$ cat src/rtl/layer_sched_pkg.sv
// Shared definitions for the layer scheduler: FSM encoding, descriptor layout, config record.
// Latency: n/a (types, constants and pure functions only).
// Backpressure: n/a.
package layer_sched_pkg;

    // Descriptor layout as pushed by software, MSB first.
    localparam int DESC_W        = 53;
    localparam int SORTER_OP_BIT = 52;
    localparam int LAYERS_LSB    = 44;
    localparam int X_LSB         = 36;
    localparam int Y_LSB         = 28;
    localparam int ADDR_LSB      = 16;
    localparam int STORE_LSB     = 8;
    localparam int JUMP_LSB      = 0;

    // Configuration field widths.
    localparam int LAYERS_W = 8;
    localparam int X_W      = 8;
    localparam int Y_W      = 8;
    localparam int ADDR_W   = 12;
    localparam int STORE_W  = 8;
    localparam int JUMP_W   = 8;

    typedef enum logic [1:0] {
        ST_IDLE = 2'd0,
        ST_LOAD = 2'd1,
        ST_FIRE = 2'd2,
        ST_WAIT = 2'd3
    } sched_state_e;

    typedef struct packed {
        logic                sorter_op;
        logic [LAYERS_W-1:0] output_layers;
        logic [X_W-1:0]      x_length;
        logic [Y_W-1:0]      y_length;
        logic [ADDR_W-1:0]   addr_start;
        logic [STORE_W-1:0]  store_length;
        logic [JUMP_W-1:0]   jump_length;
    } layer_cfg_t;

    function automatic layer_cfg_t desc_to_cfg(input logic [DESC_W-1:0] d);
        layer_cfg_t c;
        c.sorter_op     = d[SORTER_OP_BIT];
        c.output_layers = d[LAYERS_LSB +: LAYERS_W];
        c.x_length      = d[X_LSB +: X_W];
        c.y_length      = d[Y_LSB +: Y_W];
        c.addr_start    = d[ADDR_LSB +: ADDR_W];
        c.store_length  = d[STORE_LSB +: STORE_W];
        c.jump_length   = d[JUMP_LSB +: JUMP_W];
        return c;
    endfunction

    // A layer with no output layers or an empty plane has nothing to compute.
    function automatic logic cfg_valid(input layer_cfg_t c);
        return (c.output_layers != '0) && (c.x_length != '0) && (c.y_length != '0);
    endfunction

endpackage

$ cat src/rtl/sched_desc_fifo.sv
// Descriptor FIFO with first-word-fall-through read, synchronous flush and occupancy level.
// Latency: a push is visible at the head one cycle later; pop takes effect on the clock edge.
// Backpressure: pushes while full are dropped (o_full); flush wins over push and pop in the same cycle.
// Ports: i_push/i_push_dat write side, i_pop/o_pop_dat read side, i_flush empties, o_level/o_full/o_empty status.
module sched_desc_fifo #(
    parameter int DEPTH = 4,
    parameter int WIDTH = 53
) (
    input  logic                     i_clk,
    input  logic                     i_rst_n,
    input  logic                     i_push,
    input  logic [WIDTH-1:0]         i_push_dat,
    input  logic                     i_pop,
    output logic [WIDTH-1:0]         o_pop_dat,
    input  logic                     i_flush,
    output logic [$clog2(DEPTH):0]   o_level,
    output logic                     o_full,
    output logic                     o_empty
);
    localparam int AW = $clog2(DEPTH);
    localparam int LW = AW + 1;

    logic [WIDTH-1:0] mem_q [DEPTH];
    logic [AW-1:0]    wr_ptr_q, wr_ptr_d;
    logic [AW-1:0]    rd_ptr_q, rd_ptr_d;
    logic [LW-1:0]    level_q, level_d;
    logic             push_ok, pop_ok;

    assign o_full    = (level_q == LW'(DEPTH));
    assign o_empty   = (level_q == '0);
    assign o_level   = level_q;
    assign o_pop_dat = mem_q[rd_ptr_q];

    assign push_ok = i_push & ~o_full  & ~i_flush;
    assign pop_ok  = i_pop  & ~o_empty & ~i_flush;

    // Pointers wrap naturally because DEPTH is a power of two.
    always_comb begin
        wr_ptr_d = wr_ptr_q + AW'(push_ok);
        rd_ptr_d = rd_ptr_q + AW'(pop_ok);
        level_d  = level_q + LW'(push_ok) - LW'(pop_ok);
        if (i_flush) begin
            wr_ptr_d = '0;
            rd_ptr_d = '0;
            level_d  = '0;
        end
    end

    always_ff @(posedge i_clk or negedge i_rst_n) begin
        if (!i_rst_n) begin
            wr_ptr_q <= '0;
            rd_ptr_q <= '0;
            level_q  <= '0;
        end else begin
            wr_ptr_q <= wr_ptr_d;
            rd_ptr_q <= rd_ptr_d;
            level_q  <= level_d;
        end
    end

    always_ff @(posedge i_clk) begin
        if (push_ok) begin
            mem_q[wr_ptr_q] <= i_push_dat;
        end
    end

endmodule

$ cat src/rtl/layer_sched.sv
// Layer scheduler: queues layer descriptors and hands them one at a time to the output address generator.
// Latency: IDLE->LOAD->FIRE gives the enable pulse 2 cycles after dispatch starts; min 4 cycles between pulses.
// Backpressure: o_desc_rdy drops while the descriptor FIFO is full; waits on i_calculate_end or the watchdog.
// Ports: i_desc_vld/o_desc_rdy/i_desc push side; i_run/i_abort control; o_calculate_enable + o_* config to the
//        generator, i_calculate_end back; o_busy/o_layer_done/o_layer_cnt/o_err_desc/o_timeout/o_fifo_level status.
module layer_sched
    import layer_sched_pkg::*;
#(
    parameter int FIFO_DEPTH = 4,
    parameter int WDT_CYCLES = 65535
) (
    input  logic                i_clk,
    input  logic                i_rst_n,
    input  logic                i_desc_vld,
    output logic                o_desc_rdy,
    input  logic [DESC_W-1:0]   i_desc,
    input  logic                i_run,
    input  logic                i_abort,
    output logic                o_calculate_enable,
    output logic                o_sorter_op,
    output logic [LAYERS_W-1:0] o_output_layers,
    output logic [X_W-1:0]      o_x_length,
    output logic [Y_W-1:0]      o_y_length,
    output logic [ADDR_W-1:0]   o_addr_start_s,
    output logic [STORE_W-1:0]  o_store_length,
    output logic [JUMP_W-1:0]   o_jump_length,
    input  logic                i_calculate_end,
    output logic                o_busy,
    output logic                o_layer_done,
    output logic [7:0]          o_layer_cnt,
    output logic                o_err_desc,
    output logic                o_timeout,
    output logic [4:0]          o_fifo_level
);
    localparam int          LVL_W    = $clog2(FIFO_DEPTH) + 1;
    localparam logic [15:0] WDT_LAST = 16'(WDT_CYCLES - 1);

    sched_state_e      state_q, state_d;
    layer_cfg_t        cfg_q, cfg_d;
    logic              calc_en_q, calc_en_d;
    logic              done_q, done_d;
    logic [7:0]        cnt_q, cnt_d;
    logic              err_q, err_d;
    logic              tmo_q, tmo_d;
    logic [15:0]       wdt_q, wdt_d;

    logic              fifo_pop, fifo_flush, fifo_full, fifo_empty;
    logic [DESC_W-1:0] fifo_dat;
    logic [LVL_W-1:0]  fifo_level;
    layer_cfg_t        head_cfg;

    sched_desc_fifo #(
        .DEPTH (FIFO_DEPTH),
        .WIDTH (DESC_W)
    ) u_fifo (
        .i_clk      (i_clk),
        .i_rst_n    (i_rst_n),
        .i_push     (i_desc_vld),
        .i_push_dat (i_desc),
        .i_pop      (fifo_pop),
        .o_pop_dat  (fifo_dat),
        .i_flush    (fifo_flush),
        .o_level    (fifo_level),
        .o_full     (fifo_full),
        .o_empty    (fifo_empty)
    );

    assign head_cfg = desc_to_cfg(fifo_dat);

    always_comb begin
        state_d    = state_q;
        cfg_d      = cfg_q;
        calc_en_d  = 1'b0;
        done_d     = 1'b0;
        cnt_d      = cnt_q;
        err_d      = err_q;
        tmo_d      = tmo_q;
        wdt_d      = wdt_q;
        fifo_pop   = 1'b0;
        fifo_flush = 1'b0;
        if (i_abort) begin
            // The generator is not recalled; only the queue and the FSM are cleared.
            state_d    = ST_IDLE;
            fifo_flush = 1'b1;
        end else begin
            case (state_q)
                ST_IDLE: begin
                    if (i_run && !fifo_empty) state_d = ST_LOAD;
                end
                ST_LOAD: begin
                    fifo_pop = 1'b1;
                    cfg_d    = head_cfg;
                    if (cfg_valid(head_cfg)) begin
                        state_d   = ST_FIRE;
                        calc_en_d = 1'b1;     // enable is high for the whole FIRE cycle
                    end else begin
                        state_d = ST_IDLE;
                        err_d   = 1'b1;
                    end
                end
                ST_FIRE: begin
                    state_d = ST_WAIT;
                    wdt_d   = '0;
                end
                ST_WAIT: begin
                    // End flag only counts here; it is stale in every other state.
                    if (i_calculate_end) begin
                        state_d = ST_IDLE;
                        done_d  = 1'b1;
                        cnt_d   = cnt_q + 8'd1;
                    end else if (wdt_q == WDT_LAST) begin
                        state_d    = ST_IDLE;
                        tmo_d      = 1'b1;
                        fifo_flush = 1'b1;
                    end else begin
                        wdt_d = wdt_q + 16'd1;
                    end
                end
                default: state_d = ST_IDLE;
            endcase
        end
    end

    always_ff @(posedge i_clk or negedge i_rst_n) begin
        if (!i_rst_n) begin
            state_q   <= ST_IDLE;
            cfg_q     <= '0;
            calc_en_q <= 1'b0;
            done_q    <= 1'b0;
            cnt_q     <= '0;
            err_q     <= 1'b0;
            tmo_q     <= 1'b0;
            wdt_q     <= '0;
        end else begin
            state_q   <= state_d;
            cfg_q     <= cfg_d;
            calc_en_q <= calc_en_d;
            done_q    <= done_d;
            cnt_q     <= cnt_d;
            err_q     <= err_d;
            tmo_q     <= tmo_d;
            wdt_q     <= wdt_d;
        end
    end

    assign o_desc_rdy         = ~fifo_full;
    assign o_busy             = (state_q != ST_IDLE);
    assign o_calculate_enable = calc_en_q;
    assign o_layer_done       = done_q;
    assign o_layer_cnt        = cnt_q;
    assign o_err_desc         = err_q;
    assign o_timeout          = tmo_q;
    assign o_fifo_level       = 5'(fifo_level);
    assign o_sorter_op        = cfg_q.sorter_op;
    assign o_output_layers    = cfg_q.output_layers;
    assign o_x_length         = cfg_q.x_length;
    assign o_y_length         = cfg_q.y_length;
    assign o_addr_start_s     = cfg_q.addr_start;
    assign o_store_length     = cfg_q.store_length;
    assign o_jump_length      = cfg_q.jump_length;

endmodule

$ cat config.mk
export PLATFORM = sky130hd
export DESIGN_NAME = layer_sched
export DESIGN_NICKNAME = d
export VERILOG_FILES = /design/src/rtl/layer_sched_pkg.sv /design/src/rtl/sched_desc_fifo.sv /design/src/rtl/layer_sched.sv
export SDC_FILE = /design/constraint.sdc
export NUM_CORES = 1
export LEC_CHECK = 0
export BUFFER_PORTS_ARGS = -buffer_cell sky130_fd_sc_hd__buf_2
export CORE_AREA = 2 2 148 150
export CTS_BUF_LIST = sky130_fd_sc_hd__clkbuf_16
export CTS_CLUSTER_DIAMETER = 120
export DETAILED_ROUTE_END_ITERATION = 8
export DIE_AREA = 0 0 150 152
export GPL_ROUTABILITY_DRIVEN = 0
export HOLD_SLACK_MARGIN = 0.02
export PLACE_DENSITY = 0.75
export SLEW_MARGIN = 20
export SYNTH_ARGS = -nofsm -noshare
export SYNTH_HDL_FRONTEND = slang
export SYNTH_SLANG_ARGS = --single-unit
$ cat constraint.sdc
create_clock -name i_clk -period 7.89 [get_ports i_clk]
set_clock_uncertainty 0.05 [all_clocks]
set_input_delay 0.789 -clock i_clk [delete_from_list [all_inputs] [get_ports i_clk]]
set_output_delay 0.789 -clock i_clk [all_outputs]
set_load 0.05 [all_outputs]
==> results of run 1 <==
worst paths after layout:
kind	from	end	slack [ps]
min in group i_clk	i_desc[49]	u_fifo.mem_q[2][49]$_DFFE_PP_	400
worst max register to register	wdt_q[0]$_DFFE_PN0P_	u_fifo.mem_q[0][4]$_DFFE_PP_	4790
max in group asynchronous	i_rst_n	u_fifo.rd_ptr_q[0]$_DFF_PN0_	6440
worst min-delay path	i_rst_n	o_y_length[3]$_DFFE_PN0N_	60
worst min register to register	o_timeout$_DFFE_PN0P_	o_timeout$_DFFE_PN0P_	410
worst max-delay path	wdt_q[0]$_DFFE_PN0P_	u_fifo.mem_q[0][4]$_DFFE_PP_	4790
registers in the layout (all words and copies together), names as in the netlist:
signal / flops
o_addr_start_s: 12
o_calculate_enable: 1
o_err_desc: 1
o_jump_length: 8
o_layer_cnt: 8
o_layer_done: 1
o_output_layers: 8
o_sorter_op: 1
o_store_length: 8
o_timeout: 1
o_x_length: 8
o_y_length: 8
state_q: 2
u_fifo.mem_q: 212
u_fifo.o_level: 3
u_fifo.rd_ptr_q: 2
u_fifo.wr_ptr_q: 2
wdt_q: 16
cells by family (layout without fill, tap and decap cells):
kind of cell,count (synthesis),count (layout),share of synthesized area (%)
flip-flops,302,302,74.8
buffers and inverters,38,201,1.54
XOR/XNOR,24,24,1.82
adder cells (fa/ha/maj),8,8,0.933
other,1,5,0.0325
AND/OR/NAND/NOR,248,248,9.25
multiplexers,54,54,10.5
AO/OA/AOI/OAI,20,20,1.22
routing by layer:
layer,GRT usage [%],wire (um)
met5,0,18
met4,5.66,406
met3,4.26,1400
met2,32.8,11200
met1,26.6,9150
area by class of cell:
class                   count  area (um2)
clock buffers              31         776
inverters                   7        26.3
flip-flops and latches    302        8620
multi-input cells         356        2760
diodes                      3        7.51
clock inverters            25         214
well taps                 280         350
repair buffers            138         718
fillers                  1522        7870
where the power goes:
part           total [mW]  switching (mW)  internal [mW]
Combinational       0.962           0.736          0.225
Sequential           2.00           0.111           1.89
Clock                1.40           0.586          0.813
Total                4.36            1.43           2.93
stage by stage:
step                power (mW)  hold slack, ps
floorplan                 2.74             443
global placement          2.98             403
detailed placement        3.00             398
CTS                       4.40            57.1
global route              4.54            62.8
finish                    4.36            63.2
cells in the final DEF, fill, tap and decap left out, drive strengths merged, types with 3 or more instances in the layout:
cell and instances:
clkbuf 31, and2 5, and3 4, diode 3, mux4 53, nor4 6, buf 138, bufinv 3
dfrtp 90, o21ai 4, ha 7, nand2 174, nor2 25, edfxtp 212, a21oi 5, nor2b 4
nor3 6, xnor2 22, nand4 7, inv 9, clkinvlp 3, nand3 9, clkinv 17
==> metrics.cfg, run 1 <==
[setup_path]
cp_max_fo = 48
crit_top_cell = nand3_1
path_cells = inv_1 > ha_1 > nand3_1 > or3_1 > nor2_1 > a31oi_1 > nand3_1 > nor3_2 > buf_4
max_stage_delay_ps = 650
path_depth = 9
required_ps = 8010
critPathBufInv = 2
endpoint_kind = register
crit_family = simple AND/OR/NAND/NOR gates
r2r_cells = 9
arrival_ps = 3220
critPathSlowestCell = buf_4
cp-start-kind = register
worstSetupPathType = reg -> reg

[final_layout]
fin_nets = 902
final_cell_area_um2 = 13500
final_core_util_pct = 63.1
drive_above_1_share_pct = 29.7
area_delta_synth_final_pct = 16.9
finalNonFillerCells = 1142

[drt]
dr.pass1.iters = 4
drt_wl_total_um = 22200
drc = 0
drt-initial-drc-count = 438
routedWlPerCell_um = 19.4
vias_per_cell = 5.44
vias = 6211
final_antenna_net_count = 0

[place]
dp.cells = 1083
place_worst_setup_slack_ps = 4640
hpwl_um = 13300
portBuffers = 128
place_area_um2 = 12500

[die]
start_util_pct = 54.0
fp.dieW_um = 150
rows = 54
die_area_um2 = 22800
io_pins = 131
design.core.area_um2 = 21400
die_h_um = 152

[cts]
insertion_delay_ps = 550
cts_tree = yes
post-cts-setup-buffer-count = 0
hold_buffers = 0
htreeDepth = 1
cts_buffers = 30
cts_root_buf = clkbuf_16
clock_path_buffers = 3
cts_resized = 0
numClockSinks = 302
clkTransAtPathRegs_ps = 70

[grt]
grt.overflow.total = 0
antenna_found_initial = 5
grt_usage_pct = 19.8
grt_max_degree = 71
grt_first_pass_wirelength_um = 34900
grt_pass1_vias = 6495

[timing]
max_slew.worst_pin.slew_ps = 977
setup_tns_ps = 0
fmax_ghz = 0.323
max_slew_margin_pct = 34.9
slew_viol_final = 0
finalHoldViolCount = 0
setup_viol = 0
rsz0062_at_grt = no
worst_slack_ps = 4790
period_share_pct = 39.3
fin_crit_ps = 3100

[job]
cap_violations = 0

[logic_synthesis]
synth_most_common_cell = edfxtp_1
netlist_area_um2 = 11500
yosys.area.top_type = edfxtp_1
synth_top_flop_cell = edfxtp_1
ys_ff_latch = 302
synthTopCellsByCount = edfxtp_1, nand2_1, dfrtp_1
ys_warn_count = 0
synth.avg_cell_area_um2 = 16.6
synthCells = 695
synthTopCellsByArea = edfxtp_1, dfrtp_1, mux4_2, nand2_1, xnor2_1
synth_cell_types = 46
async_flop_share_pct = 29.8
synth_edf_count = 212
synth_top_area_share_pct = 55.2
yosysSeqAreaShare_pct = 74.8

[pwr]
p_per_area_nw_per_um2 = 324
leakage_nw = 5.30
ir_drop_uv = 201

[outcome]
status = finished clean

[worst_hold_path]
hp-class = in -> async

Note: power is estimated with default switching activity, not from simulation.
==> inputs of run 2 (changes only) <==
==> constraint.sdc (replaced) <==
create_clock -name i_clk -period 3.1 [get_ports i_clk]
set_clock_uncertainty 0.05 [all_clocks]
set_input_delay 0.31 -clock i_clk [delete_from_list [all_inputs] [get_ports i_clk]]
set_output_delay 0.31 -clock i_clk [all_outputs]
set_load 0.05 [all_outputs]
==> metrics.cfg, run 2 (synthesis results as in run 1) <==
[cts]
cts_buffers = 29  ; -3.3%
insertion_delay_ps = 550  ; about the same
htreeDepth = 1  ; unchanged
numClockSinks = 302  ; unchanged
cts_tree = yes
clock_path_buffers = 3  ; unchanged
clkTransAtPathRegs_ps = 60  ; about the same
cts_resized = 0  ; unchanged
cts_root_buf = clkbuf_16

[timing]
fin_crit_ps = 2650  ; -448 ps
finalHoldViolCount = 0  ; unchanged
period_share_pct = 85.5  ; +46 points
max_slew.worst_pin.slew_ps = 637  ; -339 ps
fmax_ghz = 0.377  ; +17%
slew_viol_final = 0  ; unchanged
max_slew_margin_pct = 57.5  ; +23 points
rsz0062_at_grt = no
setup_tns_ps = 0  ; unchanged
setup_viol = 0  ; unchanged

[final_layout]
largest_reg_flops = 212  ; unchanged
final_common_cell = edfxtp_1
area_delta_synth_final_pct = 23.7
layout_common_cells = edfxtp_1, nand2_1, buf_2
largest-register = u_fifo.mem_q
multi_input_comb_area_um2 = 2820  ; +2.0%
fin_nets = 962  ; +6.7%
final_cell_area_um2 = 14300  ; +5.8%
nFillCells = 1416  ; -7.0%
drive_above_1_share_pct = 30.0  ; +0.27 points
regArea_um2 = 8630  ; about the same

[setup_path]
r2r_end = u_fifo.o_level[2]$_DFF_PN0_
worstSetupPathType = reg -> reg
r2r_start = wdt_q[0]$_DFFE_PN0P_
reg2reg_slack_ps = 450  ; -4340 ps
cp_max_fo = 5  ; -90%
cp-start-kind = register
required_ps = 3480  ; -4530 ps
arrival_ps = 3030  ; -190 ps
endpoint_kind = register
r2r_cells = 14  ; +5

[outcome]
status = finished clean

[pwr]
leakage_nw = 5.61  ; +5.7%
ir_drop_uv = 772  ; +280%
p_per_area_nw_per_um2 = 802  ; +150%

[worst_hold_path]
hp-start = i_run
holdPathStages = 4
hp-class = in -> reg
hold_end = state_q[0]$_DFFE_PN0P_

[drt]
vias = 6448  ; +3.8%
vias_per_cell = 5.38  ; -1.1%
final_antenna_net_count = 0  ; unchanged
drt-initial-drc-count = 438  ; unchanged
drt_wl_total_um = 23400  ; +5.7%
dr.pass1.iters = 5  ; +1
routedWlPerCell_um = 19.5  ; +0.64%
drc = 0  ; unchanged

[place]
portBuffers = 128  ; unchanged
place_area_um2 = 12700  ; +1.5%
hpwl_um = 13700  ; +3.0%

[die]
io_pins = 131  ; unchanged
fp.dieW_um = 150  ; unchanged
die_h_um = 152  ; unchanged
die_area_um2 = 22800  ; unchanged
design.core.area_um2 = 21400  ; unchanged
rows = 54  ; unchanged
start_util_pct = 54.0  ; unchanged

[grt]
grt_first_pass_wirelength_um = 37100  ; +6.1%
grt_usage_pct = 21.1  ; +1.3 points
antenna_found_initial = 1  ; -4
grt.overflow.total = 0  ; unchanged
grt_pass1_vias = 6814  ; +4.9%
grt_max_degree = 91  ; +28%

[job]
cap_violations = 0  ; unchanged

## run 2: metrics by stage
step	hold slack, ps	worst slack, ps	util (%)	cells	total power, mW
2_1_floorplan	-35.6	12.2	-	696	6.97
3_3_place_gp	345	519	59.3	1090	7.61
3_5_place_dp	357	450	59.3	1090	7.66
4_1_cts	82.1	427	66.8	1198	11.5
5_1_grt	139	268	66.8	1199	11.9
6_report	97.4	450	66.8	1199	11.4
## run 2: how the worst max path moves through the flow
| stage | slack [ps] | end | cells after the start | startpoint |
|---|---|---|---|---|
| detailed placement | 450 | u_fifo.o_level[2]$_DFF_PN0_ | 14 | wdt_q[0]$_DFFE_PN0P_ |
| finish | 450 | u_fifo.o_level[2]$_DFF_PN0_ | 14 | wdt_q[0]$_DFFE_PN0P_ |
| global placement | 520 | u_fifo.o_level[2]$_DFF_PN0_ | 14 | wdt_q[0]$_DFFE_PN0P_ |
| CTS | 430 | u_fifo.o_level[2]$_DFF_PN0_ | 14 | wdt_q[0]$_DFFE_PN0P_ |
| global route | 270 | u_fifo.o_level[2]$_DFF_PN0_ | 14 | wdt_q[0]$_DFFE_PN0P_ |
| floorplan | 10 | u_fifo.mem_q[1][0]$_DFFE_PP_ | 8 | wdt_q[0]$_DFFE_PN0P_ |
## run 2: what timing repair did
item / 4_1_cts / 5_1_grt
endpoints found under the hold margin: 302 / 0
setup buffers: 0 / 0
hold buffers: 54 / 0
## run 2: worst max-delay path: stages, from the launching register on
cell and delay (ps):
dfrtp_1 410, inv_1 70, ha_2 150, nand3_1 70, or3_4 400, nor2_4 170
a31oi_4 130, nand3_2 180, inv_1 110, ha_1 210, inv_1 60, fa_1 180
xor2_1 170, xnor2_1 140, nor2_1 50
## run 2: per-layer routing
layer  vias to the layer above  part of all wire, %  track usage, %  routed length [um]
li1                       2954                    -               -                   -
met1                      3264                   42            28.3                9740
met2                       176                   51            36.1               12000
met3                        54                  4.6            3.24                1080
met4                         0                  2.8            6.06                 648
met5                         -                    0               0                   0
## run 2: report_power, final
part	total [mW]	switching, mW	internal, mW	leakage (nW)
Clock	3.78	1.54	2.24	0.505
Sequential	5.08	0.269	4.81	3.10
Combinational	2.56	1.91	0.650	2.00
Total	11.4	3.72	7.70	5.61
## run 2: area by class of cell
cell class	instances	share of cell area, %
clock inverters	25	2.26
flip-flops and latches	302	60.5
inverters	7	0.184
multi-input cells	356	19.8
well taps	280	2.46
clock buffers	29	5.09
repair buffers	199	9.72
diodes	1	0.0176
==> inputs of run 3 (changes only) <==
==> constraint.sdc (replaced) <==
create_clock -name i_clk -period 2.7 [get_ports i_clk]
set_clock_uncertainty 0.05 [all_clocks]
set_input_delay 0.27 -clock i_clk [delete_from_list [all_inputs] [get_ports i_clk]]
set_output_delay 0.27 -clock i_clk [all_outputs]
set_load 0.05 [all_outputs]
==> metrics.cfg, run 3 (synthesis results as in run 1) <==
[timing]
setup_viol = 0  ; unchanged
max_slew.worst_pin.slew_ps = 672  ; +34.3 ps
max_slew_margin_pct = 55.2  ; -2.3 points
holdWs_ps = 55.3  ; -42.1 ps
fin_crit_ps = 2510  ; -136 ps
finalHoldViolCount = 0  ; unchanged
rsz0062_at_grt = no
fmax_ghz = 0.398  ; +5.4%
period_share_pct = 93.1  ; +7.6 points
slew_viol_final = 0  ; unchanged

[setup_path]
max_stage_delay_ps = 410  ; about the same
critPathSlowestCell = dfrtp_1
worstSetupPathType = reg -> reg
required_ps = 3070  ; -410 ps
cp_max_fo = 4  ; -1
arrival_ps = 2890  ; -140 ps
cp-start-kind = register
endpoint_kind = register
path_cells = ha_2 > nand3_1 > or3_4 > nor2_4 > a31oi_4 > nand3_4 > inv_2 > ha_1 > inv_1 > fa_1 > xor2_1 > xnor2_1 > nor2_1

[pwr]
switching_power_mw = 4.15  ; +11%
leakage_nw = 5.61  ; +0.15%
pwr-share-clk_pct = 31.1  ; -2.0 points
p_sw_share_pct = 32.5  ; -0.098 points
cell_internal_pwr_mw = 8.62  ; +12%
p_per_area_nw_per_um2 = 898  ; +12%
ir_drop_uv = 551  ; -29%
power_mw = 12.8  ; +12%
seqPwrFrac_pct = 45.6  ; +1.1 points
p_comb_share_pct = 23.3  ; +0.9 points

[outcome]
status = finished clean

[place]
hpwl_um = 13600  ; -0.53%
place_area_um2 = 12700  ; +0.43%
portBuffers = 128  ; unchanged

[drt]
vias_per_cell = 5.36  ; -0.28%
routedWlPerCell_um = 19.2  ; -1.7%
dr.pass1.iters = 4  ; -1
vias = 6457  ; +0.14%
drc = 0  ; unchanged
drt-initial-drc-count = 516  ; +18%
drt_wl_total_um = 23100  ; -1.3%
final_antenna_net_count = 0  ; unchanged

[grt]
antenna_found_initial = 1  ; unchanged
grt_pass1_vias = 6861  ; +0.69%
grt_usage_pct = 21.1  ; about the same
grt_first_pass_wirelength_um = 37100  ; +0.21%
grt_max_degree = 56  ; -38%
grt.overflow.total = 0  ; unchanged

[cts]
clkTransAtPathRegs_ps = 70  ; about the same
cts_buffers = 29  ; unchanged
insertion_delay_ps = 530  ; -20 ps
htreeDepth = 1  ; unchanged
clock_path_buffers = 3  ; unchanged
cts_root_buf = clkbuf_16
cts_tree = yes
numClockSinks = 302  ; unchanged

[final_layout]
largest_reg_flops = 212  ; unchanged
layout_common_cells = edfxtp_1, nand2_1, buf_2
fin_nets = 968  ; +0.62%
final_core_util_pct = 66.6  ; -0.15 points
final_cell_area_um2 = 14200  ; -0.23%
largest-register = u_fifo.mem_q
area_delta_synth_final_pct = 23.4
drive_above_1_share_pct = 29.4  ; -0.60 points
final_common_cell = edfxtp_1

[die]
start_util_pct = 54.0  ; unchanged
io_pins = 131  ; unchanged
die_area_um2 = 22800  ; unchanged
design.core.area_um2 = 21400  ; unchanged
rows = 54  ; unchanged
fp.dieW_um = 150  ; unchanged
die_h_um = 152  ; unchanged

[job]
cap_violations = 0  ; unchanged

[worst_hold_path]
hp-class = in -> reg

==> run 3: cell count changes in the layout (fill, tap and decap cells not counted), moves of 2 or more <==
cell	previous run	this run
clkinv_1	1	6
clkinvlp_4	4	2
clkinv_4	4	0
buf_12	6	8
inv_1	7	11
buf_4	12	16
bufinv_16	6	4
inv_6	3	0
==> run 3: worst max-delay path, delay by kind of cell, from the launching register on <==
kind                       cells  cell delay, ps
DFF                            1             410
and+or+nand+nor                5             830
adders and majority gates      3             550
xor gates and xnor gates       2             310
buffers and inverters          2             130
AOI/OAI and AO/OA              1             120
==> run 3: through the flow <==
step | cells | setup WS, ps | setup TNS [ps]
floorplan | 696 | -351 | -49100
global placement | 1093 | 209 | 0
detailed placement | 1093 | 141 | 0
CTS | 1200 | 94.7 | 0
global route | 1204 | 15.7 | 0
finish | 1204 | 185 | 0
==> run 3: final timing paths <==
path                                                     from                            end  slack (ps)  cells past startpoint
worst min register to register  o_addr_start_s[5]$_DFFE_PN0N_  o_addr_start_s[5]$_DFFE_PN0N_         420                      2
worst min-delay path                                    i_run         state_q[0]$_DFFE_PN0P_          60                      4
worst max-delay path                     wdt_q[1]$_DFFE_PN0P_    u_fifo.o_level[2]$_DFF_PN0_         190                     13
min in group asynchronous                             i_rst_n          wdt_q[11]$_DFFE_PN0P_         270                      2
worst max register to register           wdt_q[1]$_DFFE_PN0P_    u_fifo.o_level[2]$_DFF_PN0_         190                     13
max in group asynchronous                             i_rst_n    u_fifo.o_level[1]$_DFF_PN0_        1650                      3
==> run 3: metal layers <==
layer / vias to the layer above / GRT usage [%] / part of all wire, %
li1: 2962 / - / -
met1: 3272 / 29.2 / 43
met2: 184 / 35.3 / 50
met3: 39 / 3.24 / 4.8
met4: 0 / 5.88 / 2.1
met5: - / 0 / 0
==> run 3: timing repair <==
action,in CTS,in global routing
setup endpoints to repair,0,1
hold buffers,54,0
endpoints found under the hold margin,259,0
buffers inserted,0,3
gates resized for setup,0,1
==> run 3: area by class of cell <==
type,instances,area [um2]
Sequential cell,302,8630
Inverter,7,26.3
Timing Repair Buffer,205,1460
Clock buffer,29,726
Clock inverter,24,211
Multi-Input combinational cell,356,2830
Fill cell,1463,7130
Tap cell,280,350
Antenna cell,1,2.50
==> run 3: power by group through the flow <==
stage               registers, mW  clock network (mW)  logic, mW
finish                       5.82                3.97       2.98
global route                 5.88                4.24       3.18
CTS                          5.82                4.05       2.99
detailed placement           5.91                   0       2.91
global placement             5.89                   0       2.87
floorplan                    7.20                   0      0.808
